==> config.mk <==
export PLATFORM = sky130hd
export DESIGN_NAME = mips_muldiv_unit
export DESIGN_NICKNAME = d
export VERILOG_FILES = /design/src/rtl/mips_muldiv_pkg.sv /design/src/rtl/mips_muldiv_signfix.sv /design/src/rtl/mips_muldiv_unit.sv
export SDC_FILE = /design/constraint.sdc
export NUM_CORES = 1
export LEC_CHECK = 0
export CAP_MARGIN = 15
export CORE_MARGIN = 1.5
export CORE_UTILIZATION = 50
export DETAILED_ROUTE_END_ITERATION = 8
export PLACE_DENSITY_LB_ADDON = 0.15
export SLEW_MARGIN = 30
export SYNTH_ARGS = -nofsm -noshare
export SYNTH_HDL_FRONTEND = slang
export SYNTH_HIERARCHICAL = 1
export SYNTH_SLANG_ARGS = --single-unit
==> constraint.sdc <==
create_clock -name clk -period 5.6 [get_ports clk]
set_clock_uncertainty 0.15 [all_clocks]
set_input_delay 1.12 -clock clk [delete_from_list [all_inputs] [get_ports clk]]
set_output_delay 1.12 -clock clk [all_outputs]
set_load 0.05 [all_outputs]
==> src/rtl/mips_muldiv_pkg.sv <==
// Shared types and constants for the MIPS multiply/divide unit and the CPU decoder.
// Holds the operation encoding, the state constants and the MIPS function codes.
// Optional fast multiply is selected in the unit itself by MIPS_MULDIV_FAST_MULT_EN.
package mips_muldiv_pkg;

  // Operation issued by EXEC; encodings 6 and 7 are undefined and ignored.
  typedef enum logic [2:0] {
    OP_MULT  = 3'd0,
    OP_MULTU = 3'd1,
    OP_DIV   = 3'd2,
    OP_DIVU  = 3'd3,
    OP_MTHI  = 3'd4,
    OP_MTLO  = 3'd5
  } muldiv_op_t;

  // Sequencer state, kept as plain constants so older code can compare raw bits.
  typedef logic [1:0] muldiv_state_t;
  localparam muldiv_state_t ST_IDLE = 2'd0;
  localparam muldiv_state_t ST_MUL  = 2'd1;
  localparam muldiv_state_t ST_DIV  = 2'd2;
  localparam muldiv_state_t ST_FIX  = 2'd3;

  // MIPS SPECIAL function codes, shared with the CPU instruction decoder.
  localparam logic [5:0] FUNCT_MTHI  = 6'd17;
  localparam logic [5:0] FUNCT_MTLO  = 6'd19;
  localparam logic [5:0] FUNCT_MULT  = 6'd24;
  localparam logic [5:0] FUNCT_MULTU = 6'd25;
  localparam logic [5:0] FUNCT_DIV   = 6'd26;
  localparam logic [5:0] FUNCT_DIVU  = 6'd27;

  // Signed operations take magnitudes at issue and fix the sign afterwards.
  function automatic logic op_is_signed(input muldiv_op_t op);
    return (op == OP_MULT) || (op == OP_DIV);
  endfunction

endpackage

==> src/rtl/mips_muldiv_signfix.sv <==
// Conditional two's-complement negate: magnitude at issue, sign restore in FIX.
// Purely combinational, zero latency.
// No handshake; the result follows the inputs.
module mips_muldiv_signfix #(
  parameter int W = 32
) (
  input  logic [W-1:0] val,
  input  logic         neg,
  output logic [W-1:0] res
);

  // Negating the most-negative value returns it unchanged, which is exactly
  // the magnitude the unsigned datapath needs for that operand.
  assign res = neg ? (~val + {{(W-1){1'b0}}, 1'b1}) : val;

endmodule

==> src/rtl/mips_muldiv_unit.sv <==
// Iterative MULT/MULTU/DIV/DIVU plus MTHI/MTLO, owning the HI/LO registers.
// Latency: done in T+WIDTH+2 after issue in T (T+3 for multiply with MIPS_MULDIV_FAST_MULT_EN).
// No queueing: start is only sampled in IDLE, so issues while busy are dropped.
module mips_muldiv_unit
  import mips_muldiv_pkg::*;
#(
  parameter int WIDTH = 32
) (
  input  logic             clk,
  input  logic             reset,
  input  logic             start,
  input  muldiv_op_t       op,
  input  logic [WIDTH-1:0] rs_val,
  input  logic [WIDTH-1:0] rt_val,
  output logic             busy,
  output logic             done,
  output logic [WIDTH-1:0] hi,
  output logic [WIDTH-1:0] lo
);

  localparam int CNT_W = $clog2(WIDTH) + 1;
  localparam logic [CNT_W-1:0] CNT_LAST = CNT_W'(WIDTH - 1);
  localparam logic [CNT_W-1:0] CNT_ONE  = CNT_W'(1);

  muldiv_state_t    state;
  logic [CNT_W-1:0] cnt;
  // acc_hi: product upper half / partial remainder.
  // acc_lo: multiplier being shifted out / dividend shifting into quotient.
  logic [WIDTH-1:0] acc_hi;
  logic [WIDTH-1:0] acc_lo;
  logic [WIDTH-1:0] opnd;       // multiplicand or divisor magnitude
  logic             sign_a;
  logic             sign_b;
  logic             div_op;
  logic             div_zero;

  logic             issue_signed;
  logic [WIDTH-1:0] mag_a;
  logic [WIDTH-1:0] mag_b;

  assign issue_signed = op_is_signed(op);
  assign busy         = (state != ST_IDLE);

  mips_muldiv_signfix #(.W(WIDTH)) u_mag_a (
    .val (rs_val),
    .neg (issue_signed & rs_val[WIDTH-1]),
    .res (mag_a)
  );

  mips_muldiv_signfix #(.W(WIDTH)) u_mag_b (
    .val (rt_val),
    .neg (issue_signed & rt_val[WIDTH-1]),
    .res (mag_b)
  );

  // Restoring division step: shift the next dividend bit into the remainder
  // and subtract the divisor when it fits. The remainder always stays below
  // the divisor, so the difference fits in WIDTH bits.
  logic [WIDTH:0]   div_shift;
  logic             div_fits;
  logic [WIDTH-1:0] div_diff;

  assign div_shift = {acc_hi, acc_lo[WIDTH-1]};
  assign div_fits  = (div_shift >= {1'b0, opnd});
  assign div_diff  = div_shift[WIDTH-1:0] - opnd;

`ifdef MIPS_MULDIV_FAST_MULT_EN
  // Whole magnitude product in one cycle; the sign is still fixed in FIX.
  logic [2*WIDTH-1:0] fast_prod;
  assign fast_prod = {{WIDTH{1'b0}}, opnd} * {{WIDTH{1'b0}}, acc_lo};
`else
  // Radix-2 shift-add step: conditionally add the multiplicand into the upper
  // half, keeping the carry so it shifts down into the product.
  logic [WIDTH:0] mul_sum;
  assign mul_sum = {1'b0, acc_hi} + (acc_lo[0] ? {1'b0, opnd} : {(WIDTH+1){1'b0}});
`endif

  // Sign restoration of the finished magnitude results.
  logic [2*WIDTH-1:0] prod_fix;
  logic [WIDTH-1:0]   quot_fix;
  logic [WIDTH-1:0]   rem_fix;

  mips_muldiv_signfix #(.W(2*WIDTH)) u_fix_prod (
    .val ({acc_hi, acc_lo}),
    .neg (sign_a ^ sign_b),
    .res (prod_fix)
  );

  mips_muldiv_signfix #(.W(WIDTH)) u_fix_quot (
    .val (acc_lo),
    .neg (sign_a ^ sign_b),
    .res (quot_fix)
  );

  // With a zero divisor every step "fits", so the remainder ends up holding
  // the dividend magnitude; re-applying the dividend sign yields rs_val.
  mips_muldiv_signfix #(.W(WIDTH)) u_fix_rem (
    .val (acc_hi),
    .neg (sign_a),
    .res (rem_fix)
  );

  // Sequencer, datapath registers and HI/LO update.
  always_ff @(posedge clk or posedge reset) begin
    if (reset) begin
      state    <= ST_IDLE;
      cnt      <= '0;
      acc_hi   <= '0;
      acc_lo   <= '0;
      opnd     <= '0;
      sign_a   <= 1'b0;
      sign_b   <= 1'b0;
      div_op   <= 1'b0;
      div_zero <= 1'b0;
      done     <= 1'b0;
      hi       <= '0;
      lo       <= '0;
    end else begin
      done <= 1'b0;
      case (state)
        ST_IDLE: begin
          if (start) begin
            case (op)
              OP_MULT, OP_MULTU: begin
                state    <= ST_MUL;
                cnt      <= CNT_LAST;
                acc_hi   <= '0;
                acc_lo   <= mag_b;
                opnd     <= mag_a;
                sign_a   <= issue_signed & rs_val[WIDTH-1];
                sign_b   <= issue_signed & rt_val[WIDTH-1];
                div_op   <= 1'b0;
                div_zero <= 1'b0;
              end
              OP_DIV, OP_DIVU: begin
                state    <= ST_DIV;
                cnt      <= CNT_LAST;
                acc_hi   <= '0;
                acc_lo   <= mag_a;
                opnd     <= mag_b;
                sign_a   <= issue_signed & rs_val[WIDTH-1];
                sign_b   <= issue_signed & rt_val[WIDTH-1];
                div_op   <= 1'b1;
                div_zero <= (rt_val == '0);
              end
              OP_MTHI: hi <= rs_val;
              OP_MTLO: lo <= rs_val;
              default: ;
            endcase
          end
        end
        ST_MUL: begin
`ifdef MIPS_MULDIV_FAST_MULT_EN
          {acc_hi, acc_lo} <= fast_prod;
          state            <= ST_FIX;
`else
          acc_hi <= mul_sum[WIDTH:1];
          acc_lo <= {mul_sum[0], acc_lo[WIDTH-1:1]};
          if (cnt == '0) state <= ST_FIX;
          else           cnt   <= cnt - CNT_ONE;
`endif
        end
        ST_DIV: begin
          acc_hi <= div_fits ? div_diff : div_shift[WIDTH-1:0];
          acc_lo <= {acc_lo[WIDTH-2:0], div_fits};
          if (cnt == '0) state <= ST_FIX;
          else           cnt   <= cnt - CNT_ONE;
        end
        ST_FIX: begin
          if (div_op) begin
            lo <= div_zero ? '1 : quot_fix;
            hi <= rem_fix;
          end else begin
            {hi, lo} <= prod_fix;
          end
          done  <= 1'b1;
          state <= ST_IDLE;
        end
        default: state <= ST_IDLE;
      endcase
    end
  end

endmodule

==> results of run 1 <==
layer usage:
layer	global-route usage, %	vias to the layer above	part of all wire (%)
li1	-	8219	-
met1	46.9	8505	42
met2	51.3	844	44
met3	6.60	125	9.1
met4	15.9	8	4.4
met5	0	-	0.090
worst paths after layout:
kind / to / depth (start not counted)
worst max-delay path: acc_hi[29] / 14
worst min-delay path: hi[16] / 2
worst max register to register: acc_hi[29] / 14
worst min register to register: hi[16] / 2
max in group asynchronous: lo[24] / 3
min in group asynchronous: hi[3] / 2
power breakdown:
part	internal, mW	leakage (nW)	switching (mW)	total, mW
Sequential	1.82	2.14	0.993	2.81
Combinational	3.84	5.58	6.33	10.2
Clock	0.682	0.296	0.594	1.28
cell usage after synthesis (all sizes together), types with 8 or more instances:
cell	number	area, sq um
nand2	297	1110
o21ai	247	1240
xnor2	214	1870
dfrtp	173	4330
nor2	105	397
a21oi	94	482
clkbuf	94	353
inv	78	293
mux2i	77	771
ha	75	938
o31ai	62	495
a22oi	54	405
o41ai	52	632
nand3	48	268
a31oi	43	269
nor4	37	493
buf	36	204
o21a	36	270
and2	35	219
o221ai	35	307
mux2	34	383
nor3	29	161
nand2b	26	163
nand4	25	178
or3	19	130
or4	17	151
xor2	17	149
or2	14	87.6
nor2b	12	75.1
o211ai	11	87.6
a21o	10	75.1
a211oi	9	67.6
and3	9	56.3
o21bai	8	60.1
or2b	8	60.1
registers in the layout, summed over array words and instances (netlist names):
| signal | count |
|---|---|
| lo | 32 |
| hi | 32 |
| div_zero | 1 |
| acc_lo | 32 |
| cnt | 6 |
| done | 1 |
| div_op | 1 |
| state | 2 |
| sign_b | 1 |
| acc_hi | 32 |
| opnd | 32 |
| sign_a | 1 |
cell families (layout without fill, tap and decap cells):
logic type                 count (synthesis)  in the layout
and+or+nand+nor                          704            704
xor gates and xnor gates                 231            231
buffers and inverters                    208            281
other                                      0              2
DFF                                      173            173
adders and majority gates                 77             77
muxes                                    111            111
AOI/OAI and AO/OA                        699            699
critical path, stage by stage (launching register included):
cell      delay (ns)
dfrtp_1         0.36
buf_4           0.31
and2_1          0.18
ha_1            0.19
inv_1           0.08
fa_1            0.39
nand2b_1        0.21
a211oi_1        0.41
o21ai_1         0.21
a21oi_1         0.31
o41ai_2         0.14
o311a_1         0.41
o211ai_1        0.19
o31ai_1         0.09
a211o_1         0.29
metrics by stage:
step	hold WS [ns]	worst slack [ns]	utilization, %
final	0.333	1.55	58.0
after global routing	0.356	1.30	58.0
after CTS	0.335	1.57	57.9
after detailed placement	0.319	1.58	56.2
after global placement	0.314	1.65	56.2
after floorplan	0.290	2.05	-
cell type report:
class                      count  share of cell area, %
clock buffer                  19                   2.19
inverter                      78                   1.47
tap                          455                   2.82
timing repair buffer         171                   8.23
antenna                        2                 0.0248
sequential                   173                   21.4
clock inverter                13                  0.781
multi-input combinational   1822                   63.0
==> flow_summary.toml, run 1 <==
[run_status]
status = "completed"

[final_layout]
postLayoutCellArea_sq_um = 20200
final_cells = 2733
area_delta_synth_final_pct = 13.2
drive_gt1_share_pct = 8.88
layout_commonest_cell = "nand2_1"
fill_cells = 3132
multiInputGateArea_sq_um = 12700
regArea_sq_um = 4330
nets = 2410
mostFrequentLayoutCells = "nand2_1 (296), xnor2_1 (214), o21ai_0 (210)"

[timing]
hold_viol_final = 0
tns_ns = 0
min_period_ns = 4.05
finalSetupViolCount = 0
rsz0062_at_grt = "false"
worstMarginPinSlew_ns = 1.03
relSlewSlack_pct = 30.5
clock.fmax_mhz = 247
fin_crit_sh_pct = 72.2
drv_slew = 0

[worst_setup_path]
r2r_slack_ns = 1.55
arrival_ns = 4.24
crit_type = "flop to flop"
crit_start = "acc_lo[0]"
crit_required_ns = 5.79
crit_path_max_fanout = 32
crit_path_start_kind = "flop"
r2r-start = "acc_lo[0]"
cp-end-kind = "flop"

[global_route]
grt_overflow_total = 0
grt_use_total_pct = 34.1
grt_pass1_wl_um = 95700
antenna_found_initial = 3
grt_pass1_vias = 16100
grt_max_degree = 97

[yosys]
synth-xor-area-share_pct = 11.3
yosysSeqAreaShare_pct = 24.3
synth_cells = 2203
syn_nets = 2350
synth-simple-area-share_pct = 21.2
synth_top_family_by_area = "compound AO/OA/AOI/OAI gates"
synthMuxAreaShare_pct = 6.47
synth_seq_cells = 173
synth_area_sq_um = 17800
async_flop_share_pct = 100
yosys.area_share.adder_pct = 5.49
synth_edf_count = 0
synth_cell_type_count = 86
ys_warn_count = 6
synth_compound_area_share_pct = 26.5
syn_area_per_cell_sq_um = 8.09
ys.flop_type = "dfrtp_1"

[clock_tree]
cts_setup_buffers = 0
clock_sinks = 173
clk_latency_ns = 0.46
h-tree-depth = 4
cts_tree = "built"
path_clk_slew_ns = 0.07
root_buffer = "clkbuf_16"
cts_hold_buf = 0
clk_path_buf_depth = 2
cts_buffers = 17
ctsResizeCount = 0

[place]
place.gp.congestion = 0.978
place_inst = 2698
dpl.hpwl_um = 47900
dpl_cell_area_sq_um = 19600
port_buffers = 135

[die]
die_h_um = 192
die_w_um = 192
ioPinCount = 136
start_util_pct = 51.2
core_sq_um = 34800
dieArea_sq_um = 36800
row_count = 68

[power_and_ir_drop]
cellLeakagePower_nw = 8.02
irDropWorstVdd_v = 0.000472
powerDensity_nw_per_um2 = 706
report.power.total_mw = 14.3

[detailed_routing]
wl_per_cell_um = 23.1
wirelength_um = 63100
via_per_inst = 6.48
drc = 0
postRouteAntennaNets = 0
drt_iter0_drc = 1810
first_pass_iters = 6
dr_total_vias = 17700

[min_path]
hold_start = "hi[16]"
hold_path_class = "flop to flop"

[job]
cap_violations = 0
No activity file was read; power rests on OpenSTA's default activity.
==> run 2, diff against run 1 <==
clock period = 3.8 ns   (was 5.6 ns; I/O delays follow)
==> flow_summary.toml, run 2 (synthesized netlist as in run 1, its figures left out) <==
[worst_setup_path]
crit_required_ns = 4.00
path_cells = "and2_1, ha_1, inv_1, fa_1, nand2b_1, a211oi_1, o21ai_1, a21oi_1, o41ai_2, o311a_1, o211ai_1, o31ai_1, a211o_1"
path_buf_inv = 1
crit_type = "flop to flop"
crit_path_start_kind = "flop"
crit_start = "acc_lo[0]"
critical_path.top_delay_family = "compound AO/OA/AOI/OAI gates"
slowest_delay_ns = 0.40
crit_path_max_fanout = 4
cp-end-kind = "flop"
arrival_ns = 3.78
r2r_end = "acc_hi[29]"
crit_slowest_cell = "o311a_1"
crit_end = "acc_hi[29]"
r2r-start = "acc_lo[0]"
cp.depth = 13
reg2regPathDepth = 13
r2r_slack_ns = 0.21

[final_layout]
layout_commonest_cell = "nand2_1"
fin_util_pct = 60.0
mostFrequentLayoutCells = "nand2_1 (296), xnor2_1 (214), o21ai_0 (210)"
postLayoutCellArea_sq_um = 20900
nets = 2486
fill_cells = 3168
final_cells = 2815
drive_gt1_share_pct = 11.7
area_delta_synth_final_pct = 17.1

[timing]
worstMarginPinSlew_ns = 0.998
relSlewSlack_pct = 33.4
min_period_ns = 3.59
finalSetupViolCount = 0
hold_viol_final = 0
rsz0062_at_grt = "false"
fin_crit_sh_pct = 94.4
clock.fmax_mhz = 279
tns_ns = 0
drv_slew = 0

[clock_tree]
ctsResizeCount = 0
path_clk_slew_ns = 0.07
cts_buffers = 17
cts_hold_buf = 0
clk_latency_ns = 0.46
cts_setup_buffers = 0
clock_sinks = 173
clk_path_buf_depth = 2
h-tree-depth = 4
cts_tree = "built"
root_buffer = "clkbuf_16"

[power_and_ir_drop]
cellLeakagePower_nw = 8.43
powerDensity_nw_per_um2 = 1040
irDropWorstVdd_v = 0.000662

[place]
port_buffers = 135
dpl.hpwl_um = 51100
place_inst = 2775
dpl_cell_area_sq_um = 20200
place.gp.congestion = 0.992

[job]
cap_violations = 0

[detailed_routing]
via_per_inst = 6.44
wl_per_cell_um = 23.5
wirelength_um = 66300
first_pass_iters = 6
drt_iter0_drc = 1849
dr_total_vias = 18100
drc = 0
postRouteAntennaNets = 0

[die]
die_h_um = 192
ioPinCount = 136
row_count = 68
core_sq_um = 34800
dieArea_sq_um = 36800
die_w_um = 192
start_util_pct = 51.2

[global_route]
grt_overflow_total = 0
grt_use_total_pct = 36.2
grt_max_degree = 97
grt_pass1_wl_um = 101000
grt_pass1_vias = 16800
antenna_found_initial = 3

[min_path]
hold_path_class = "flop to flop"
min_path_cells = 2

[run_status]
status = "completed"
==> run 2: cell types whose count changed in the layout (fill, tap and decap cells not counted), sizes merged <==
cell / before / now
inv: 81 / 77
clkinv: 7 / 4
buf: 36 / 112
clkinvlp: 1 / 3
clkbuf: 19 / 22
diode: 2 / 8
bufinv: 2 / 4
==> run 2: how the worst min path moves through the flow <==
stage                  start  slack (ns)        to
floorplan           div_zero        0.29  div_zero
global placement    div_zero        0.31  div_zero
detailed placement  div_zero        0.32  div_zero
CTS                 div_zero        0.33  div_zero
global route          hi[11]        0.36    hi[11]
finish              div_zero        0.33  div_zero
==> run 2: where the power goes <==
part	switching (mW)	internal [mW]	leakage (nW)	total, mW
logic	10.2	6.09	5.99	16.3
registers	0.795	2.70	2.14	3.49
clock network	0.812	1.14	0.300	1.95
total	11.8	9.92	8.43	21.8
==> run 2: per-layer routing <==
layer  part of all wire (%)  GRT usage, %  up-vias
li1                       -             -     8368
met1                     42          48.4     8662
met2                     44          55.2      884
met3                    8.5          6.16      205
met4                    5.6          20.1        0
met5                      0             0        -
==> run 2: layout make-up <==
type / count / area, sq um / share of cell area (%)
Inverter: 78 / 297 / 1.42
Tap cell: 455 / 569 / 2.73
Sequential cell: 173 / 4330 / 20.7
Clock buffer: 22 / 464 / 2.22
Clock inverter: 10 / 163 / 0.779
Timing Repair Buffer: 247 / 2320 / 11.1
Multi-Input combinational cell: 1822 / 12700 / 60.9
Antenna cell: 8 / 20.0 / 0.0959
==> run 2: per-stage QoR <==
stage | power, mW | setup slack (ns) | hold slack, ns
finish | 21.8 | 0.212 | 0.330
global route | 23.2 | 0.0509 | 0.360
CTS | 21.5 | 0.237 | 0.330
detailed placement | 19.4 | 0.144 | 0.316
global placement | 19.2 | 0.178 | 0.307
floorplan | 14.7 | 0.247 | 0.290
==> run 2: worst register-to-register path: stages, from the launching register on <==
cell and delay, ns:
dfrtp_1 0.39, and2_1 0.15, ha_1 0.19, inv_1 0.07, fa_1 0.38, nand2b_1 0.20
a211oi_1 0.31, o21ai_1 0.19, a21oi_1 0.34, o41ai_2 0.13, o311a_1 0.40, o211ai_1 0.20
o31ai_1 0.10, a211o_1 0.29
